`config.mk`:
```
export PLATFORM = sky130hd
export DESIGN_NAME = vga_console_ctrl
export DESIGN_NICKNAME = d
export VERILOG_FILES = /design/src/rtl/vga_console_ctrl.sv
export SDC_FILE = /design/constraint.sdc
export NUM_CORES = 1
export LEC_CHECK = 0
export BUFFER_PORTS_ARGS = -buffer_cell sky130_fd_sc_hd__buf_2
export CORE_AREA = 2 2 98 147
export CTS_BUF_LIST = sky130_fd_sc_hd__clkbuf_4
export DETAILED_ROUTE_END_ITERATION = 16
export DIE_AREA = 0 0 100 149
export PLACE_DENSITY_LB_ADDON = 0.2
export SYNTH_ARGS = -nofsm -noshare
export SYNTH_HDL_FRONTEND = slang
export SYNTH_SLANG_ARGS = --single-unit
export TNS_END_PERCENT = 30
```
`constraint.sdc`:
```
create_clock -name CLK -period 5.5 [get_ports CLK]
set_clock_uncertainty 0.05 [all_clocks]
set_input_delay 1.1 -clock CLK [delete_from_list [all_inputs] [get_ports CLK]]
set_output_delay 1.1 -clock CLK [all_outputs]
set_load 0.01 [all_outputs]
```
`src/rtl/vga_console_ctrl.sv`:
```
// Character-stream sequencer for the VGA text buffer write port: turns a byte stream
// into glyph writes, backspace blanks, and line/screen clears while tracking the cursor.
module vga_console_ctrl #(
  parameter int          COLS       = 160,
  parameter int          ROWS       = 128,
  parameter int          ADDR_WIDTH = 15,
  parameter logic [7:0]  BLANK      = 8'h20
) (
  input  logic                      CLK,
  input  logic                      RESET,
  input  logic                      CMD_VALID,
  input  logic [7:0]                CMD_CHAR,
  output logic                      CMD_READY,
  output logic [ADDR_WIDTH-1:0]     DATA_ADDR,
  output logic [7:0]                DATA_OUT,
  output logic                      WR_EN,
  output logic [$clog2(COLS)-1:0]   CUR_COL,
  output logic [$clog2(ROWS)-1:0]   CUR_ROW
);

  localparam int CW = $clog2(COLS);
  localparam int RW = $clog2(ROWS);

  localparam logic [CW-1:0]         LAST_COL    = CW'(COLS - 1);
  localparam logic [RW-1:0]         LAST_ROW    = RW'(ROWS - 1);
  localparam logic [ADDR_WIDTH-1:0] COLS_A      = ADDR_WIDTH'(COLS);
  localparam logic [ADDR_WIDTH-1:0] LAST_LINE   = ADDR_WIDTH'(COLS - 1);
  localparam logic [ADDR_WIDTH-1:0] LAST_SCREEN = ADDR_WIDTH'(COLS * ROWS - 1);
  localparam logic [ADDR_WIDTH-1:0] ONE_A       = ADDR_WIDTH'(1);

  typedef enum logic [1:0] {
    S_SCREEN,
    S_LINE,
    S_IDLE
  } state_e;

  state_e                  state_q, state_d;
  logic [ADDR_WIDTH-1:0]   cnt_q, cnt_d;
  logic [CW-1:0]           col_q, col_d;
  logic [RW-1:0]           row_q, row_d;
  logic [ADDR_WIDTH-1:0]   row_base_q, row_base_d;
  logic                    wr_en_q, wr_en_d;
  logic [ADDR_WIDTH-1:0]   addr_q, addr_d;
  logic [7:0]              data_q, data_d;
  logic                    ready_q, ready_d;

  logic [ADDR_WIDTH-1:0]   cur_addr;
  logic [RW-1:0]           adv_row;
  logic [ADDR_WIDTH-1:0]   adv_base;

  // The row base is tracked incrementally so the cursor address needs only an adder.
  assign cur_addr = row_base_q + ADDR_WIDTH'(col_q);
  assign adv_row  = (row_q == LAST_ROW) ? '0 : row_q + RW'(1);
  assign adv_base = (row_q == LAST_ROW) ? '0 : row_base_q + COLS_A;

  always_comb begin
    // NOTE: every signal gets a default first, so no path leaves one unassigned and no latch is inferred.
    state_d    = state_q;
    cnt_d      = cnt_q;
    col_d      = col_q;
    row_d      = row_q;
    row_base_d = row_base_q;
    wr_en_d    = 1'b0;
    addr_d     = addr_q;
    data_d     = data_q;

    unique case (state_q)
      S_SCREEN: begin
        wr_en_d = 1'b1;
        addr_d  = cnt_q;
        data_d  = BLANK;
        cnt_d   = cnt_q + ONE_A;
        if (cnt_q == LAST_SCREEN) begin
          cnt_d   = '0;
          state_d = S_IDLE;
        end
      end

      S_LINE: begin
        wr_en_d = 1'b1;
        addr_d  = row_base_q + cnt_q;
        data_d  = BLANK;
        cnt_d   = cnt_q + ONE_A;
        if (cnt_q == LAST_LINE) begin
          cnt_d   = '0;
          state_d = S_IDLE;
        end
      end

      S_IDLE: begin
        if (CMD_VALID) begin
          if (CMD_CHAR inside {[8'h20:8'h7E]}) begin
            wr_en_d = 1'b1;
            addr_d  = cur_addr;
            data_d  = CMD_CHAR;
            if (col_q == LAST_COL) begin
              col_d      = '0;
              row_d      = adv_row;
              row_base_d = adv_base;
              cnt_d      = '0;
              state_d    = S_LINE;
            end else begin
              col_d = col_q + CW'(1);
            end
          end else begin
            unique case (CMD_CHAR)
              8'h0A: begin
                col_d      = '0;
                row_d      = adv_row;
                row_base_d = adv_base;
                cnt_d      = '0;
                state_d    = S_LINE;
              end
              8'h0D: col_d = '0;
              8'h08: begin
                if (col_q != '0) begin
                  col_d   = col_q - CW'(1);
                  wr_en_d = 1'b1;
                  addr_d  = cur_addr - ONE_A;
                  data_d  = BLANK;
                end
              end
              8'h0C: begin
                col_d      = '0;
                row_d      = '0;
                row_base_d = '0;
                cnt_d      = '0;
                state_d    = S_SCREEN;
              end
              default: ;
            endcase
          end
        end
      end

      default: begin
        cnt_d   = '0;
        state_d = S_SCREEN;
      end
    endcase
  end

  // Ready is registered from the next state, so it is high exactly while idle.
  assign ready_d = (state_d == S_IDLE);

  always_ff @(posedge CLK) begin
    // NOTE: state is updated with non-blocking assignments so every register samples pre-edge values.
    if (RESET) begin
      state_q    <= S_SCREEN;
      cnt_q      <= '0;
      col_q      <= '0;
      row_q      <= '0;
      row_base_q <= '0;
      wr_en_q    <= 1'b0;
      addr_q     <= '0;
      data_q     <= '0;
      ready_q    <= 1'b0;
    end else begin
      state_q    <= state_d;
      cnt_q      <= cnt_d;
      col_q      <= col_d;
      row_q      <= row_d;
      row_base_q <= row_base_d;
      wr_en_q    <= wr_en_d;
      addr_q     <= addr_d;
      data_q     <= data_d;
      ready_q    <= ready_d;
    end
  end

  assign CMD_READY = ready_q;
  assign WR_EN     = wr_en_q;
  assign DATA_ADDR = addr_q;
  assign DATA_OUT  = data_q;
  assign CUR_COL   = col_q;
  assign CUR_ROW   = row_q;

endmodule

```
==> results.md, run 1 <==
* Outcome: complete, no violations
* Most used DFF post-synth: dfxtp_1
* First-pass GRT wire length at 25.6 mm
* Cell Pwr Density at 186 mW/mm^2
* Synth-to-Final Area Change at 10.4%
* Final core utilization at 0.426
* GRT Util Overall at 0.216
* PortBufs at 50
* Met1 WL at 6.52 mm
* Number of gates resized after cts at 0
* Worst-path fanout max at 9
* YS warnings at 0
* Min-delay worst type: register to register
* RR Startpoint: CUR_COL[0]$_SDFFE_PP0P_
* Initial antenna violation count at 1
* Die extent in x at 100 um
* CTS Buffer Depth at 2
* Startpoint Class: register
* Io pins at 51
* Placer Congestion at 0.949
* Metal2 WL at 8.10 mm
* Clock slew at reported path FFs at 130 ps
* Tightest Pin Transition at 812 ps
* WL/cell at 17.8 um
* Synth Cell Area at 0.00533 mm^2
* Unrepaired setup endpoints after global routing: no
* Initial DRT Pass Iterations at 5
* Post-synthesis mux area share at 0.00752
* Yosys reg bits at 72
* Post-Synthesis Cells at 686
* Share of post-route cells with drive strength above 1 at 0.122
* Number of flops mapped to enable cells by yosys at 0
* Xor/xnor share of the synthesized area at 0.0954
* Net count after synthesis at 731
* Post-route minimum period at 3470 ps
* Fin nets at 762
* GRT overflow at 0
* Compound-Gate Fraction of Synth Area at 0.248
* Placeable core region at 0.0138 mm^2
* CTS tree: yes
* Commonest non-fill, non-tap cell in the layout: nor2_1
* Via Count at 5,271
* Fin crit share at 0.630
* # Post-CTS Setup Buffers at 0
* Hold Worst Slack at 428 ps
* Largest net degree at the start of global routing at 41
* CTS Root Cell: clkbuf_4
* Clock latency on the worst-skew pair at 450 ps
* Row count at 53
* Syn Area/Cell at 7.76 um^2
* FFs w/ async S/R, synth at 0
* DR top layer: met4
* Worst Hold Launch: DATA_ADDR[2]$_SDFFE_PP0P_
* Worst Path Arrival at 3760 ps
* Die area at 0.0149 mm^2
* Post-synthesis simple-gate area fraction at 0.253
* Slew HR at 0.459
* Sinks on the clock net at 72
* Initial core utilization at 0.386
* Main combinational cell family by area after synthesis: simple AND/OR/NAND/NOR gates
* F_max at 0.288 GHz
* Hold buffer count at CTS at 0
* Final Max Slew Viols at 0
* Number of remaining DRC errors at 0
* R2R Setup Slk at 2030 ps
* Wirelength, routed at 15.9 mm
* Seq/Total Area, Yosys at 0.271
* Distinct cells, synth at 77
* Worst Setup SP: CUR_COL[0]$_SDFFE_PP0P_
* Peak supply drop at 156 uV
* Setup TNS at 0 ps
* Max-Cap Viols at 0
* Most frequent cells in the layout: 94 x nor2_1, 72 x dfxtp_1, 60 x nand2_1
* Critical Path RT at 5790 ps
* H-tree depth at 3
* CTS Buf Count at 9
* Adder-cell share of the synthesized area at 0.0827
* Die span in y at 149 um
* Final hold vios at 0
* Via density at 5.94
* WS Path Type: register to register
* Vias in the first global route at 5,079
* Leakage at 2.29 nW
* Post-DP HPWL at 12.0 mm
* Final ANT Viol Nets at 0
* CP endpoint kind: register
* Final setup viols at 0
* Initial DRC count at 292
* Met3 wire length at 638 um
path summary, 6_finish.rpt:
check,end,depth (start not counted)
worst min register to register,DATA_ADDR[2]$_SDFFE_PP0P_,2
worst max register to register,DATA_ADDR[10]$_SDFFE_PP0P_,11
worst max-delay path,DATA_ADDR[10]$_SDFFE_PP0P_,11
worst min-delay path,DATA_ADDR[2]$_SDFFE_PP0P_,2
stage by stage:
| stage | cell area (um^2) | instances | power, mW | setup slack (ps) |
|---|---|---|---|---|
| global route | 5880 | 888 | 1.13 | 1770 |
| global placement | 5670 | 871 | 0.612 | 1870 |
| CTS | 5880 | 887 | 1.10 | 2050 |
| floorplan | 5330 | 686 | 0.590 | 2340 |
| detailed placement | 5670 | 871 | 0.614 | 1760 |
| finish | 5880 | 888 | 1.09 | 2030 |
per-layer routing:
metal / GRT usage / vias up
met2: 0.395 / 174
met3: 0.0328 / 43
met4: 0.0966 / 0
li1: - / 2570
met5: 0 / -
met1: 0.245 / 2484
registers in the layout, summed over array words and instances, names as in the netlist:
| register | cells |
|---|---|
| CMD_READY | 1 |
| CUR_ROW | 7 |
| WR_EN | 1 |
| state_q | 2 |
| DATA_OUT | 8 |
| CUR_COL | 8 |
| row_base_q | 15 |
| DATA_ADDR | 15 |
| cnt_q | 15 |
cell families after synthesis:
family | count (synthesis)
xor gates and xnor gates | 58
buffers and inverters | 56
AOI/OAI and AO/OA | 185
muxes | 4
DFF | 72
adders and majority gates | 34
and+or+nand+nor | 277
cell type report:
cell class	count	area [um^2]
clock buffer	9	67.6
clock inverter	7	144
multi-input combinational	558	3660
sequential	72	1440
fill	1424	7910
timing repair buffer	54	280
tap	165	206
antenna	1	2.50
inverter	22	82.6
critical path: stages, from the launching register on:
cell      delay [ps]
dfxtp_1          510
ha_1             260
inv_1             70
fa_1             400
nand2b_1         200
a211oi_1         250
o211a_1          250
o211ai_1         110
xnor2_1          610
xnor2_1          240
a22oi_1          130
o41ai_1          280
synth_stat cells (all sizes together) (6+ instances only):
master	number	area (um^2)
nor2	94	353
dfxtp	72	1440
nand2	60	225
a21oi	52	260
xnor2	36	315
ha	32	400
o21ai	31	155
nor3	23	115
clkbuf	22	82.6
inv	22	82.6
xor2	22	193
nand3	21	105
nand4	14	87.6
buf	12	66.3
a21o	11	82.6
a22oi	9	67.6
and2	9	56.3
nor3b	9	72.6
or3	9	61.3
a211oi	8	65.1
a221oi	8	76.3
o211ai	7	52.6
a31oi	6	37.5
nand2b	6	37.5
nor2b	6	37.5
report_power, final:
| part | switching (mW) | internal (mW) | leakage (nW) |
|---|---|---|---|
| Sequential | 0.00621 | 0.525 | 0.581 |
| Combinational | 0.0447 | 0.0263 | 1.60 |
| Clock | 0.214 | 0.276 | 0.102 |
Power figures use the tool's default switching activity.
==> run 2: changes to the inputs <==
ABC_AREA = 1   (was default)
CORE_AREA = 2 2 101 151   (was 2 2 98 147)
DIE_AREA = 0 0 103 153   (was 0 0 100 149)
clock period = 3 ns   (was 5.5 ns; I/O delays follow)
==> run 2 against run 1 <==
Against the previous run: flip-flop and latch count unchanged; via count rose by 8.6%; largest cell class unchanged; area after synthesis up 6.1%; routed wire length up 4.6%.
==> results.md, run 2 <==
* Startpoint Class: register
* # Post-CTS Setup Buffers at 0
* First-pass GRT wire length at 26.6 mm
* Hold Worst Slack at 381 ps
* Leakage at 2.95 nW
* Post-synthesis simple-gate area fraction at 0.363
* Synth-to-Final Area Change at 12.1%
* Number of gates resized after cts at 0
* Number of remaining DRC errors at 0
* Post-Synthesis Cells at 861
* Peak supply drop at 175 uV
* Final Max Slew Viols at 0
* Adder-cell share of the synthesized area at 0.0779
* Post-synthesis mux area share at 0
* Sinks on the clock net at 72
* Share of post-route cells with drive strength above 1 at 0.176
* Fin crit share at 0.897
* Syn Area/Cell at 6.56 um^2
* Distinct cells, synth at 53
* GRT overflow at 0
* Vias in the first global route at 5,514
* Xor/xnor share of the synthesized area at 0.0155
* Most frequent cells in the layout: 197 x nand2_1, 116 x inv_1, 80 x a21oi_1
* Net count after synthesis at 906
* PortBufs at 50
* CTS Root Cell: clkbuf_4
* GRT Util Overall at 0.214
* FFs w/ async S/R, synth at 0
* H-tree depth at 3
* Final hold vios at 0
* Worst-path fanout max at 4
* Area leader, netlist: dfxtp_1
* Post-route minimum period at 2690 ps
* Tightest Pin Transition at 557 ps
* Hold buffer count at CTS at 0
* Fillers at 1,589
* Row count at 54
* CTS tree: yes
* Placeable core region at 0.0145 mm^2
* Clock slew at reported path FFs at 150 ps
* Slew HR at 0.625
* YS warnings at 0
* CTS Buffer Depth at 2
* Min-delay worst type: input pin to register
* Initial antenna violation count at 1
* Number of flops mapped to enable cells by yosys at 0
* WS Path Type: register to register
* Worst Path Arrival at 3010 ps
* Initial core utilization at 0.391
* Cell Pwr Density at 303 mW/mm^2
* Io pins at 51
* Die span in y at 153 um
* Via Count at 5,725
* Seq/Total Area, Yosys at 0.255
* Initial DRC count at 215
* CP endpoint kind: register
* Initial DRT Pass Iterations at 4
* Synth Cell Area at 0.00565 mm^2
* Unrepaired setup endpoints after global routing: no
* Post-DP HPWL at 13.1 mm
* Most used DFF post-synth: dfxtp_1
* Final setup viols at 0
* Die area at 0.0158 mm^2
* Critical Path RT at 3320 ps
* Via density at 5.13
* WL/cell at 14.8 um
* Compound-Gate Fraction of Synth Area at 0.183
* Setup TNS at 0 ps
* Largest net degree at the start of global routing at 35
* Post-synth top area share at 0.255
* Max-Cap Viols at 0
* Pre-CTS WS at 339 ps
* Die extent in x at 103 um
* Outcome: complete, no violations
* Placer Congestion at 0.830
* Commonest cells in the synthesized netlist: 197 x nand2_1, 116 x inv_1, 80 x a21oi_1, 72 x dfxtp_1, 66 x nand3_1
* Top cells by area, synth: dfxtp_1 26%, nand2_1 13%, inv_1 7.7%
* CTS Buf Count at 9
* Clock latency on the worst-skew pair at 450 ps
* Commonest non-fill, non-tap cell in the layout: nand2_1
* Wirelength, routed at 16.6 mm
* F_max at 0.372 GHz
* Fin nets at 960
* Main combinational cell family by area after synthesis: simple AND/OR/NAND/NOR gates
* Fin worst setup slack at 309 ps
* Most frequent cell after synthesis: nand2_1
* Final ANT Viol Nets at 0
* Yosys reg bits at 72
-- run 2: cell count changes after synthesis, sizes merged, moves of 13 or more --
cell	previous run	this run
a21oi	52	83
inv	22	128
nand2	60	218
nand3	21	72
nor2	94	75
o21ai	31	56
xnor2	36	1
xor2	22	9
-- run 2: cell families (layout without fill, tap and decap cells) --
group / count (synthesis) / after routing
buffers and inverters: 148 / 207
adder cells (fa/ha/maj): 34 / 34
flip-flops: 72 / 72
other: 0 / 1
AO/OA/AOI/OAI: 178 / 178
XOR/XNOR: 10 / 10
AND/OR/NAND/NOR: 419 / 419
-- run 2: final timing paths --
kind,startpoint,cells past startpoint,slack (ps),endpoint
max,row_base_q[0]$_SDFFE_PP0P_,18,310,DATA_ADDR[14]$_SDFFE_PP0P_
max reg2reg,row_base_q[0]$_SDFFE_PP0P_,18,310,DATA_ADDR[14]$_SDFFE_PP0P_
min,CMD_CHAR[5],3,380,DATA_OUT[5]$_SDFFE_PP0P_
min reg2reg,DATA_OUT[7]$_SDFFE_PP0P_,2,410,DATA_OUT[7]$_SDFFE_PP0P_
-- run 2: power breakdown --
| group | internal [mW] | switching (mW) |
|---|---|---|
| clock network | 0.436 | 0.395 |
| logic | 0.0387 | 0.0822 |
| registers | 0.963 | 0.00818 |
-- run 2: final cells by class --
cell class                      instances  area, um^2  share of cell area
Sequential cell                        72        1440               0.227
Antenna cell                            1        2.50            0.000395
Clock inverter                          6         115              0.0182
Multi-Input combinational cell        641        3620               0.571
Inverter                              129         495              0.0782
Clock buffer                           10        75.1              0.0118
Tap cell                              196         245              0.0387
Timing Repair Buffer                   62         340              0.0537
-- run 2: worst max-delay path, cell delays in order (launching register included) --
cell and delay [ps]:
dfxtp_1 410, ha_2 230, inv_1 70, fa_1 390
inv_1 100, nand2_1 80, nand2_1 90, nand3_1 130
nand2_2 130, nand2_1 70, nand2_2 100, nand3_1 140
nor2_1 160, nand3_1 90, nand2_1 60, nand3_1 90
nand2_1 70, nand2_1 60, a21oi_2 100
-- run 2: through the flow --
step	utilization	cell area, um^2	total power [mW]	instances
global placement	0.424	6140	1.11	1100
detailed placement	0.424	6140	1.11	1100
floorplan	-	5650	1.07	861
finish	0.438	6340	1.92	1117
global route	0.438	6340	1.98	1117
CTS	0.438	6330	1.94	1116
-- run 2: metal layers --
metal | global-route usage | vias to the layer above | wire length [um]
met5 | 0 | - | 0
met4 | 0.0858 | 0 | 366
met3 | 0.0251 | 26 | 351
met2 | 0.378 | 75 | 8800
met1 | 0.257 | 2656 | 7060
li1 | - | 2968 | -
